File: src/rtl/ifetch_pkg.sv
// ---------------------------------------------------------------------------
// ifetch_pkg
// Shared types and constants for the instruction fetch front-end.
//   fetch_state_t    : request FSM states (IDLE, REQ, WAIT)
//   NOP_INSTR        : addi x0,x0,0, presented when no instruction is valid
//   DEFAULT_RESET_PC : start of the text segment
//   fetch_entry_t    : one prefetch queue entry {pc, instr}
//   word_align()     : clears the two low address bits
// ---------------------------------------------------------------------------
package ifetch_pkg;

    typedef enum logic [1:0] {
        IDLE = 2'd0,
        REQ  = 2'd1,
        WAIT = 2'd2
    } fetch_state_t;

    localparam logic [31:0] NOP_INSTR        = 32'h0000_0013;
    localparam logic [31:0] DEFAULT_RESET_PC = 32'h0040_0000;

    typedef struct packed {
        logic [31:0] pc;
        logic [31:0] instr;
    } fetch_entry_t;

    function automatic logic [31:0] word_align(input logic [31:0] addr);
        return {addr[31:2], 2'b00};
    endfunction

endpackage

File: src/rtl/fetch_queue.sv
// ---------------------------------------------------------------------------
// fetch_queue
// Small synchronous FIFO of fetch_entry_t used as the prefetch buffer.
// Ports:
//   clk, rst   : clock, asynchronous active-high reset (clears pointers/count)
//   flush      : empties the queue at the clock edge; overrides push and pop
//   push       : write push_data at the tail (ignored when full without pop)
//   push_data  : entry to write
//   pop        : drop the head entry (ignored when empty)
//   head       : current head entry (undefined contents while empty)
//   empty/full : occupancy flags
//   count      : number of valid entries, 0..DEPTH
// A push is only visible at the head after the clock edge that stores it.
// ---------------------------------------------------------------------------
module fetch_queue
    import ifetch_pkg::*;
#(
    parameter int DEPTH = 4
) (
    input  logic                     clk,
    input  logic                     rst,
    input  logic                     flush,
    input  logic                     push,
    input  fetch_entry_t             push_data,
    input  logic                     pop,
    output fetch_entry_t             head,
    output logic                     empty,
    output logic                     full,
    output logic [$clog2(DEPTH):0]   count
);

    localparam int AW = (DEPTH > 1) ? $clog2(DEPTH) : 1;
    localparam int CW = $clog2(DEPTH) + 1;

    logic [AW-1:0] wr_ptr_reg;
    logic [AW-1:0] rd_ptr_reg;
    logic [CW-1:0] count_reg;
    logic          do_push;
    logic          do_pop;
    fetch_entry_t  slot [DEPTH];

    assign empty = (count_reg == '0);
    assign full  = (count_reg == CW'(DEPTH));
    assign count = count_reg;

    assign do_pop  = pop && !empty && !flush;
    // A full queue can still accept a push when the head leaves in the same cycle.
    assign do_push = push && (!full || do_pop) && !flush;

    // Storage needs no reset: only entries between the pointers are ever read.
    genvar gi;
    generate
        for (gi = 0; gi < DEPTH; gi++) begin : g_slot
            fetch_entry_t entry_reg;
            always_ff @(posedge clk) begin
                if (do_push && (wr_ptr_reg == AW'(gi))) begin
                    entry_reg <= push_data;
                end
            end
            assign slot[gi] = entry_reg;
        end
    endgenerate

    assign head = slot[rd_ptr_reg];

    // DEPTH is a power of two, so the pointers wrap naturally.
    always_ff @(posedge clk or posedge rst) begin
        if (rst) begin
            wr_ptr_reg <= '0;
            rd_ptr_reg <= '0;
            count_reg  <= '0;
        end else if (flush) begin
            wr_ptr_reg <= '0;
            rd_ptr_reg <= '0;
            count_reg  <= '0;
        end else begin
            if (do_push) begin
                wr_ptr_reg <= wr_ptr_reg + AW'(1);
            end
            if (do_pop) begin
                rd_ptr_reg <= rd_ptr_reg + AW'(1);
            end
            case ({do_push, do_pop})
                2'b10:   count_reg <= count_reg + CW'(1);
                2'b01:   count_reg <= count_reg - CW'(1);
                default: count_reg <= count_reg;
            endcase
        end
    end

endmodule

File: src/rtl/ifetch_prefetch.sv
// ---------------------------------------------------------------------------
// ifetch_prefetch
// Instruction fetch front-end: issues one word fetch at a time to a
// variable-latency instruction memory, buffers {pc, instr} in a prefetch
// queue and hands instructions to the decoder over valid/ready.
// Ports:
//   clk, rst                 : clock, asynchronous active-high reset
//   mem_req_valid/ready/addr : fetch request handshake (word-aligned address)
//   mem_rsp_valid/data       : one response per accepted request
//   redirect_valid/pc        : taken branch / jump; flushes and refetches
//   instr_valid/ready        : head-of-queue handshake to the consumer
//   instr, instr_pc          : head instruction (nop when empty) and its PC
//   instr_pc_plus4           : instr_pc + 4 (wraps modulo 2^32)
// ---------------------------------------------------------------------------
module ifetch_prefetch
    import ifetch_pkg::*;
#(
    parameter int          DEPTH    = 4,
    parameter logic [31:0] RESET_PC = DEFAULT_RESET_PC
) (
    input  logic        clk,
    input  logic        rst,
    output logic        mem_req_valid,
    input  logic        mem_req_ready,
    output logic [31:0] mem_req_addr,
    input  logic        mem_rsp_valid,
    input  logic [31:0] mem_rsp_data,
    input  logic        redirect_valid,
    input  logic [31:0] redirect_pc,
    output logic        instr_valid,
    input  logic        instr_ready,
    output logic [31:0] instr,
    output logic [31:0] instr_pc,
    output logic [31:0] instr_pc_plus4
);

    localparam int CW  = $clog2(DEPTH) + 1;
    localparam int CW1 = CW + 1;

    fetch_state_t state_reg;
    logic [31:0]  fetch_pc_reg;     // next address to request
    logic [31:0]  req_addr_reg;     // address of the request in flight
    logic         req_valid_reg;
    logic         discard_reg;      // the in-flight response belongs to a stale path

    fetch_entry_t q_head;
    fetch_entry_t q_push_data;
    logic         q_empty;
    logic         q_full;
    logic         q_push;
    logic         q_pop;
    logic [CW-1:0] q_count;

    logic [31:0]  redirect_target;
    logic [CW1-1:0] count_after_rsp;
    logic         space_after_rsp;

    assign redirect_target = word_align(redirect_pc);

    // A response is only queued in WAIT, on the live path, and not when a
    // redirect flushes the queue in the same cycle.
    assign q_pop       = instr_ready && !q_empty;
    assign q_push      = (state_reg == WAIT) && mem_rsp_valid && !discard_reg && !redirect_valid;
    assign q_push_data = '{pc: req_addr_reg, instr: mem_rsp_data};

    // Occupancy after this cycle's push/pop decides whether to fetch again.
    assign count_after_rsp = {1'b0, q_count} + CW1'(q_push) - CW1'(q_pop);
    assign space_after_rsp = (count_after_rsp < CW1'(DEPTH));

    fetch_queue #(
        .DEPTH (DEPTH)
    ) u_queue (
        .clk       (clk),
        .rst       (rst),
        .flush     (redirect_valid),
        .push      (q_push),
        .push_data (q_push_data),
        .pop       (q_pop),
        .head      (q_head),
        .empty     (q_empty),
        .full      (q_full),
        .count     (q_count)
    );

    always_ff @(posedge clk or posedge rst) begin
        if (rst) begin
            state_reg     <= IDLE;
            fetch_pc_reg  <= RESET_PC;
            req_addr_reg  <= RESET_PC;
            req_valid_reg <= 1'b0;
            discard_reg   <= 1'b0;
        end else begin
            case (state_reg)
                IDLE: begin
                    // A redirect flushes the queue, so there is always room for it.
                    if (redirect_valid) begin
                        fetch_pc_reg  <= redirect_target;
                        req_addr_reg  <= redirect_target;
                        req_valid_reg <= 1'b1;
                        state_reg     <= REQ;
                    end else if (!q_full) begin
                        req_addr_reg  <= fetch_pc_reg;
                        req_valid_reg <= 1'b1;
                        state_reg     <= REQ;
                    end
                end

                REQ: begin
                    // The request already on the bus must complete unchanged;
                    // its response is marked for dropping instead.
                    if (redirect_valid) begin
                        fetch_pc_reg <= redirect_target;
                        discard_reg  <= 1'b1;
                    end
                    if (mem_req_ready) begin
                        req_valid_reg <= 1'b0;
                        state_reg     <= WAIT;
                        // Once redirected, fetch_pc already holds the new path.
                        if (!redirect_valid && !discard_reg) begin
                            fetch_pc_reg <= fetch_pc_reg + 32'd4;
                        end
                    end
                end

                WAIT: begin
                    if (mem_rsp_valid) begin
                        discard_reg <= 1'b0;
                        if (redirect_valid) begin
                            fetch_pc_reg  <= redirect_target;
                            req_addr_reg  <= redirect_target;
                            req_valid_reg <= 1'b1;
                            state_reg     <= REQ;
                        end else if (space_after_rsp) begin
                            req_addr_reg  <= fetch_pc_reg;
                            req_valid_reg <= 1'b1;
                            state_reg     <= REQ;
                        end else begin
                            state_reg     <= IDLE;
                        end
                    end else if (redirect_valid) begin
                        fetch_pc_reg <= redirect_target;
                        discard_reg  <= 1'b1;
                    end
                end

                default: begin
                    state_reg     <= IDLE;
                    req_valid_reg <= 1'b0;
                end
            endcase
        end
    end

    assign mem_req_valid  = req_valid_reg;
    assign mem_req_addr   = req_addr_reg;

    assign instr_valid    = !q_empty;
    assign instr          = q_empty ? NOP_INSTR : q_head.instr;
    assign instr_pc       = q_empty ? RESET_PC  : q_head.pc;
    assign instr_pc_plus4 = instr_pc + 32'd4;

endmodule

File: config.mk
export PLATFORM = sky130hd
export DESIGN_NAME = ifetch_prefetch
export DESIGN_NICKNAME = d
export VERILOG_FILES = /design/src/rtl/ifetch_pkg.sv /design/src/rtl/fetch_queue.sv /design/src/rtl/ifetch_prefetch.sv
export SDC_FILE = /design/constraint.sdc
export NUM_CORES = 1
export LEC_CHECK = 0
export CAP_MARGIN = 10
export CORE_MARGIN = 3
export CORE_UTILIZATION = 43
export CTS_BUF_LIST = sky130_fd_sc_hd__clkbuf_16
export CTS_CLUSTER_SIZE = 28
export DETAILED_ROUTE_END_ITERATION = 12
export PLACE_DENSITY = 0.72
export SLEW_MARGIN = 15
export SYNTH_ARGS = -nofsm -noshare
export SYNTH_HDL_FRONTEND = slang
export SYNTH_SLANG_ARGS = --single-unit
File: constraint.sdc
create_clock -name clk -period 4.5 [get_ports clk]
set_input_delay 1.35 -clock clk [delete_from_list [all_inputs] [get_ports clk]]
set_output_delay 1.35 -clock clk [all_outputs]
set_load 0.01 [all_outputs]
==> results of run 1 <==
==> per-layer routing <==
layer / part of all wire (%) / GRT usage (%) / vias up
li1: - / - / 4391
met1: 43 / 29.20 / 4911
met2: 47 / 31.41 / 430
met3: 7.6 / 3.583 / 63
met4: 2.2 / 4.795 / 0
met5: 0 / 0 / -
==> cells in the mapped netlist, types with 3 or more instances <==
| cell type | count | share of area [%] |
|---|---|---|
| o22a_1 | 20 | 1.2 |
| nand3_1 | 28 | 0.93 |
| nor3_1 | 16 | 0.53 |
| nand3b_1 | 5 | 0.25 |
| and2_1 | 62 | 2.6 |
| a41oi_1 | 3 | 0.17 |
| clkbuf_1 | 31 | 0.77 |
| a21oi_1 | 35 | 1.2 |
| nor2b_1 | 12 | 0.50 |
| mux2i_1 | 9 | 0.60 |
| nand2_1 | 41 | 1.0 |
| nor4_1 | 10 | 0.41 |
| o21ai_0 | 34 | 1.1 |
| buf_2 | 15 | 0.50 |
| a31oi_1 | 7 | 0.29 |
| and4_1 | 4 | 0.23 |
| buf_4 | 8 | 0.40 |
| inv_1 | 33 | 0.82 |
| dfrtp_1 | 73 | 12 |
| mux2_2 | 64 | 4.8 |
| nand4_1 | 8 | 0.33 |
| xnor2_1 | 21 | 1.2 |
| o211ai_1 | 4 | 0.20 |
| a32oi_1 | 8 | 0.46 |
| mux4_2 | 49 | 7.3 |
| nor2_1 | 50 | 1.2 |
| edfxtp_1 | 256 | 51 |
| a22oi_1 | 3 | 0.15 |
| nor3_2 | 3 | 0.20 |
| o21a_1 | 3 | 0.15 |
| a311oi_1 | 3 | 0.17 |
| nor3b_1 | 4 | 0.20 |
| xor2_1 | 11 | 0.64 |
| or2_2 | 5 | 0.21 |
| mux4_1 | 11 | 1.9 |
| and3_1 | 14 | 0.58 |
| ha_1 | 16 | 1.3 |
==> where the power goes <==
| group | total [mW] | internal (mW) | leakage, nW | switching [mW] |
|---|---|---|---|---|
| combinational | 4.37 | 2.30 | 3.06 | 2.08 |
| clock | 2.75 | 1.61 | 0.569 | 1.15 |
| sequential | 4.23 | 3.75 | 3.18 | 0.478 |
| total | 11.4 | 7.65 | 6.81 | 3.70 |
==> final cells by class <==
| cell class | count | area [um2] |
|---|---|---|
| flip-flops and latches | 331 | 9574 |
| clock buffers | 37 | 925.9 |
| clock inverters | 25 | 180.2 |
| fillers | 2692 | 14790 |
| inverters | 34 | 130.1 |
| multi-input cells | 592 | 5216 |
| well taps | 448 | 560.5 |
| repair buffers | 274 | 2656 |
==> critical path, delay by kind of cell, from the launching register on <==
kind	cells	cell delay (ns)
mux	2	0.89
buf+inv	5	0.86
flops	1	0.53
simple gates	3	0.39
==> cells by family (layout without fill, tap and decap cells) <==
family / Yosys count / count (layout) / synth area share (%)
fa+ha+maj: 17 / 17 / 1.459
compound gates: 136 / 136 / 5.986
mux: 133 / 133 / 14.60
flops: 331 / 331 / 63.39
simple gates: 274 / 274 / 9.908
buf+inv: 91 / 370 / 2.794
xor+xnor: 32 / 32 / 1.857
==> per-stage QoR <==
stage               setup slack, ns  area [um2]
floorplan                    0.3189       15090
global route               -0.07245       19240
CTS                        -0.07276       19190
finish                     -0.02902       19240
detailed placement       -0.0004119       17930
global placement            0.04676       17930
==> timing repair <==
item,4_1_cts,5_1_grt
setup buffers,8,5
cloned,1,0
hold buffers,0,0
endpoints found under the setup margin,26,20
pin swaps,14,11
resized for setup,76,21
==> layout by cell type, fill, tap and decap left out, types with 7 or more instances in the layout <==
| cell type | instances |
|---|---|
| dlygate4sd2_1 | 9 |
| nor3_1 | 12 |
| ha_1 | 15 |
| inv_1 | 40 |
| nor2_1 | 48 |
| and2_1 | 58 |
| nand3_1 | 23 |
| edfxtp_1 | 256 |
| mux4_2 | 58 |
| buf_2 | 9 |
| and3_1 | 13 |
| buf_4 | 63 |
| mux2_2 | 64 |
| o21ai_0 | 33 |
| xnor2_1 | 19 |
| buf_12 | 12 |
| nand4_1 | 8 |
| clkbuf_16 | 37 |
| a32oi_1 | 8 |
| nor4_1 | 9 |
| nor2b_1 | 12 |
| a31oi_1 | 7 |
| clkdlybuf4s50_1 | 172 |
| nand2_1 | 40 |
| dfrtp_1 | 71 |
| clkinv_1 | 7 |
| a21oi_1 | 34 |
| mux2i_1 | 9 |
| xor2_1 | 11 |
| o22a_1 | 20 |
==> worst max-delay path by stage <==
stage	to	slack, ns	cells after the start
after floorplan	instr_pc_plus4[30]	0.32	12
after global routing	instr_pc_plus4[18]	-0.07	10
after global placement	instr_pc_plus4[21]	0.05	9
final	instr_pc_plus4[18]	-0.03	10
after CTS	instr_pc_plus4[27]	-0.07	9
after detailed placement	instr_pc_plus4[21]	-0.0004	9
==> key figures, run 1 <==
Critical path
  • Crit Path Category: reg2out
  • CP Launch Type: flop
  • FF-to-FF End: mem_req_addr[17]
  • Slowest cell delay on critical path: 0.54 ns
  • Worst-path fanout max: 11
  • Crit. End Element: output port
  • Crit-path cells: buf_12 -> buf_12 -> inv_4 -> mux4_2 -> nand4_1 -> buf_4 -> nor3_2 -> nand3b_1 -> mux2_2 -> dlygate4sd2_1
  • Crit path top cell by count: buf_12
  • FF-to-FF setup slack: 1.18 ns
  • Reg-to-Reg Start: u_queue.count[1]
  • Required @ worst endpoint: 3.15 ns
  • Arrival @ worst endpoint: 3.18 ns
  • Crit path max-delay cell type: mux4_2
  • Worst reg2reg path depth: 13
  • Crit. Startpoint: u_queue.rd_ptr_reg[0]

Timing
  • Final worst setup slack: -0.02902 ns
  • Worst slew pin tran: 0.6900 ns
  • Final Skew: 0.01650 ns
  • Crit path time final: 4.529 ns
  • Rel. slew slack: 53.58%
  • Unrepaired setup endpoints after global routing: yes
  • Hold WS: 0.4781 ns
  • FMAX: 220.8 MHz
  • Pins Over Slew Limit: 0
  • Final hold vios: 0
  • Final cycle utilization of the critical path: 100.6%
  • Post-route setup TNS: -0.02902 ns
  • # setup viols final: 1

Die
  • Core Footprint: 34040 um2
  • Initial Util: 44.34%
  • Row count: 67
  • Die area: 37380 um2
  • Die width: 193.3 um
  • Die Ht: 193.3 um
  • I/O pin count: 200

Cells and area
  • Diodes inserted: 0
  • Layout cells sized above 1: 23.51%
  • Max reg flops: 256
  • Fin nets: 1356
  • Layout Area Growth over Synthesis: 27.52%
  • Finished Layout Cells: 1741
  • Fin util: 56.54%

Hold path
  • Cells on Worst Hold Path: 1
  • HP Class: reg2reg
  • WHS Endpoint: fetch_pc_reg[0]
  • Hold path startpoint: fetch_pc_reg[0]

GRT
  • Initial antenna violation count: 1
  • Number of global-route vias before repair: 9792
  • Largest net degree at the start of global routing: 76
  • Global-route usage over all layers: 19.95%
  • Grt ovf: 0
  • Global-route wire length before repair: 58760 um

Drt
  • Routed wire length per instance: 21.87 um
  • Post-route ant nets: 0
  • Initial DRT Pass Iterations: 5
  • Drc violations: 0
  • Total vias in the final route: 9795
  • Total Routed Length: 38080 um
  • 1st-iter DRT viols: 811
  • Vias/cell: 5.626

Pwr
  • Leakage: 6.810 nW
  • Pwr dens: 589.9 nW/um2
  • Total Power: 11.35 mW
  • Worst vdd ir: 0.3403 mV

Clock tree
  • Clk buf depth: 3
  • CTS tree: built
  • Clk Latency, worst-skew pair: 0.51 ns
  • Clk root buf: clkbuf_16
  • Clk slew on worst S/H paths: 0.06 ns
  • CTS H-tree lvls: 2
  • CTS Sinks: 331
  • Num CTS Buffers: 36

Synth
  • Synth Warn #: 0
  • Async SR Flop Fraction: 22.66%
  • Synthesized net count: 1101
  • Netlist cell types: 60
  • Main synth FF type: edfxtp_1
  • Number of synthesized flops with an enable pin: 256
  • Cells after Synth: 1014
  • Flops & latches, synth: 331
  • Cell Area, Synth: 15090 um2
  • Syn_area_per_cell: 14.88 um2
  • Seq/Total Area, Yosys: 63.39%

Place
  • Cells after DPL: 1665
  • GP Congestion: 0.8377
  • Hpwl dp: 26300 um
  • PortBufs: 197

Run status
  • Failing checks: setup timing
  • Status: finished, violations left

Job
  • Max Cap Violations: 0
No activity file was read; power rests on OpenSTA's default activity.
==> run 2: changes to the inputs <==
--- a/config.mk
+++ b/config.mk
@@ -9,8 +9,10 @@
 export CORE_MARGIN = 3
 export CORE_UTILIZATION = 43
 export CTS_BUF_LIST = sky130_fd_sc_hd__clkbuf_16
+export CTS_CLUSTER_DIAMETER = 100
 export CTS_CLUSTER_SIZE = 28
 export DETAILED_ROUTE_END_ITERATION = 12
+export GPL_TIMING_DRIVEN = 0
 export PLACE_DENSITY = 0.72
 export SLEW_MARGIN = 15
 export SYNTH_ARGS = -nofsm -noshare
==> key figures, run 2 (same netlist as run 1, synthesis figures left out) <==
Run status
  • Status: finished clean

GRT
  • Grt ovf: 0 (unchanged)
  • Initial antenna violation count: 0 (-1)
  • Largest net degree at the start of global routing: 50 (-34%)
  • Number of global-route vias before repair: 9659 (-1.4%)
  • Global-route usage over all layers: 20.91% (+0.96 points)
  • Global-route wire length before repair: 61040 um (+3.9%)

Die
  • Die width: 193.3 um (unchanged)
  • Core Footprint: 34040 um2 (unchanged)
  • I/O pin count: 200 (unchanged)
  • Die area: 37380 um2 (unchanged)
  • Die Ht: 193.3 um (unchanged)
  • Row count: 67 (unchanged)
  • Initial Util: 44.34% (unchanged)

Cells and area
  • Fin nets: 1356 (unchanged)
  • Layout cells sized above 1: 21.25% (-2.3 points)
  • Layout Area Growth over Synthesis: 25.44%
  • FILL cells: 2763 (+2.6%)
  • Max reg flops: 256 (unchanged)
  • Commonest non-fill, non-tap cells in the layout: 256 x edfxtp_1, 173 x clkdlybuf4s50_1, 71 x dfrtp_1, 63 x mux2_2, 57 x and2_1
  • Diodes inserted: 0 (unchanged)
  • Finished Layout Cells: 1723 (-1.0%)
  • Most common cell after layout, fill and taps aside: edfxtp_1

Place
  • Hpwl dp: 28620 um (+8.8%)
  • GP Congestion: 0.9397 (+12%)
  • Cells after DPL: 1664 (-0.060%)
  • PortBufs: 197 (unchanged)

Critical path
  • Crit path max-delay cell type: dfrtp_1
  • Crit Path Category: reg2out
  • Worst-path fanout max: 7 (-4)
  • CP Launch Type: flop
  • Required @ worst endpoint: 3.15 ns (about the same)
  • Arrival @ worst endpoint: 3.13 ns (-0.05 ns)
  • Slowest cell delay on critical path: 0.39 ns (-0.15 ns)
  • Critical path buffers and inverters: 5 (unchanged)
  • Crit. End Element: output port
  • CP delay by family, top: simple AND/OR/NAND/NOR gates
  • Crit-path cells: buf_6 -> buf_12 -> mux4_2 -> nand2_4 -> or3_4 -> buf_8 -> nor3_4 -> buf_4 -> and4b_1 -> xor2_1 -> buf_2

Pwr
  • Switching power: 3.660 mW (-1.1%)
  • Leakage: 6.609 nW (-2.9%)
  • Clock power frac: 16.2% (-8.0 points)
  • Pwr dens: 558.2 nW/um2 (-5.4%)
  • Worst vdd ir: 0.3966 mV (+17%)
  • Comb power frac: 44.2% (+5.7 points)
  • Sequential share of power: 39.6% (+2.4 points)
  • Internal power: 6.907 mW (-9.8%)
  • Switching share of power: 34.64% (+2.0 points)

Timing
  • Pins Over Slew Limit: 0 (unchanged)
  • Post-route setup TNS: 0 ns (+0.02902 ns)
  • Final Skew: 0.03540 ns (+0.01890 ns)
  • Rel. slew slack: 38.76% (-15 points)
  • # setup viols final: 0 (-1)
  • Worst slew pin tran: 0.9102 ns (+0.2202 ns)
  • Unrepaired setup endpoints after global routing: yes
  • Final hold vios: 0 (unchanged)
  • Final cycle utilization of the critical path: 99.49% (-1.2 points)
  • FMAX: 223.4 MHz (+1.2%)
  • Hold WS: 0.4870 ns (+0.008956 ns)
  • Crit path time final: 4.477 ns (-0.05186 ns)

Clock tree
  • CTS H-tree lvls: 1 (-1)
  • Clk root buf: clkbuf_16
  • Clk slew on worst S/H paths: 0.11 ns (+0.05 ns)
  • Num CTS Buffers: 16 (-56%)
  • Clk Latency, worst-skew pair: 0.52 ns (about the same)
  • CTS Sinks: 331 (unchanged)
  • CTS tree: built
  • Clk buf depth: 3 (unchanged)
  • # hold bufs at CTS: 0 (unchanged)

Drt
  • Total vias in the final route: 9879 (+0.86%)
  • Initial DRT Pass Iterations: 6 (+1)
  • Vias/cell: 5.734 (+1.9%)
  • Post-route ant nets: 0 (unchanged)
  • Routed wire length per instance: 23.55 um (+7.7%)
  • 1st-iter DRT viols: 710 (-12%)
  • Drc violations: 0 (unchanged)
  • Total Routed Length: 40580 um (+6.6%)

Hold path
  • HP Class: reg2reg

Job
  • Max Cap Violations: 0 (unchanged)
==> run 2: cell types whose count changed in the layout (fill, tap and decap cells not counted), moves of 4 or more <==
cell / change
buf_12: +4
buf_4: -27
buf_6: +13
clkbuf_1: +25
clkbuf_16: -19
clkinv_1: -7
inv_1: -6
mux4_1: +5
mux4_2: -5
nor3_2: -4
nor3_4: +4
==> run 2: stage by stage <==
step / power [mW] / cell area (um2) / setup WS, ns / util (%)
4_1_cts: 10.53 / 18720 / -0.07838 / 55.00
2_1_floorplan: 6.372 / 15090 / 0.3189 / -
3_5_place_dp: 8.591 / 17740 / -1.681 / 52.13
3_3_place_gp: 8.519 / 17620 / -1.598 / 51.78
6_report: 10.57 / 18930 / 0.02285 / 55.62
5_1_grt: 11.07 / 18930 / -0.1051 / 55.62
==> run 2: final timing paths <==
path,depth (start not counted),end,from,slack [ns]
worst max-delay path,11,instr_pc_plus4[31],u_queue.rd_ptr_reg[0],0.02
min in group asynchronous,2,mem_req_addr[27],rst,1.16
worst min-delay path,1,fetch_pc_reg[1],fetch_pc_reg[1],0.49
max in group asynchronous,3,mem_req_addr[22],rst,2.73
worst max register to register,14,mem_req_addr[29],u_queue.count[2],0.68
worst min register to register,1,fetch_pc_reg[1],fetch_pc_reg[1],0.49
==> run 2: repair_timing <==
action / CTS / global route
pin swaps: 11 / 15
gates cloned: 0 / 1
setup buffers: 17 / 21
endpoints found under the setup margin: 94 / 41
gates resized for setup: 142 / 37
==> run 2: routing by layer <==
layer	vias up	GRT usage [%]	share of wire [%]
li1	4394	-	-
met1	4990	30.76	43
met2	443	34.08	48
met3	52	2.957	7.2
met4	0	3.509	1.9
met5	-	0	0
==> run 2: power groups by stage <==
stage	Sequential [mW]	Combinational, mW	Clock (mW)
after floorplan	4.12	2.25	0
after global placement	4.22	4.30	0
after detailed placement	4.24	4.36	0
after CTS	4.17	4.60	1.75
after global routing	4.23	4.97	1.86
final	4.18	4.67	1.71
==> run 2: final cells by class <==
| class | count | area, um2 | share of cell area [%] |
|---|---|---|---|
| well taps | 448 | 560.5 | 2.961 |
| clock buffers | 17 | 425.4 | 2.247 |
| inverters | 34 | 133.9 | 0.7072 |
| clock inverters | 7 | 83.83 | 0.4429 |
| plain buffers | 53 | 455.4 | 2.406 |
| multi-input cells | 592 | 5320 | 28.10 |
| flip-flops and latches | 331 | 9569 | 50.55 |
| repair buffers | 241 | 2381 | 12.58 |
==> run 3: changes to the inputs <==
--- a/config.mk
+++ b/config.mk
@@ -5,7 +5,6 @@
 export SDC_FILE = /design/constraint.sdc
 export NUM_CORES = 1
 export LEC_CHECK = 0
-export CAP_MARGIN = 10
 export CORE_MARGIN = 3
 export CORE_UTILIZATION = 43
 export CTS_BUF_LIST = sky130_fd_sc_hd__clkbuf_16
==> results of run 3 <==
No change in the layout: final DEF, timing and power equal those of run 2.
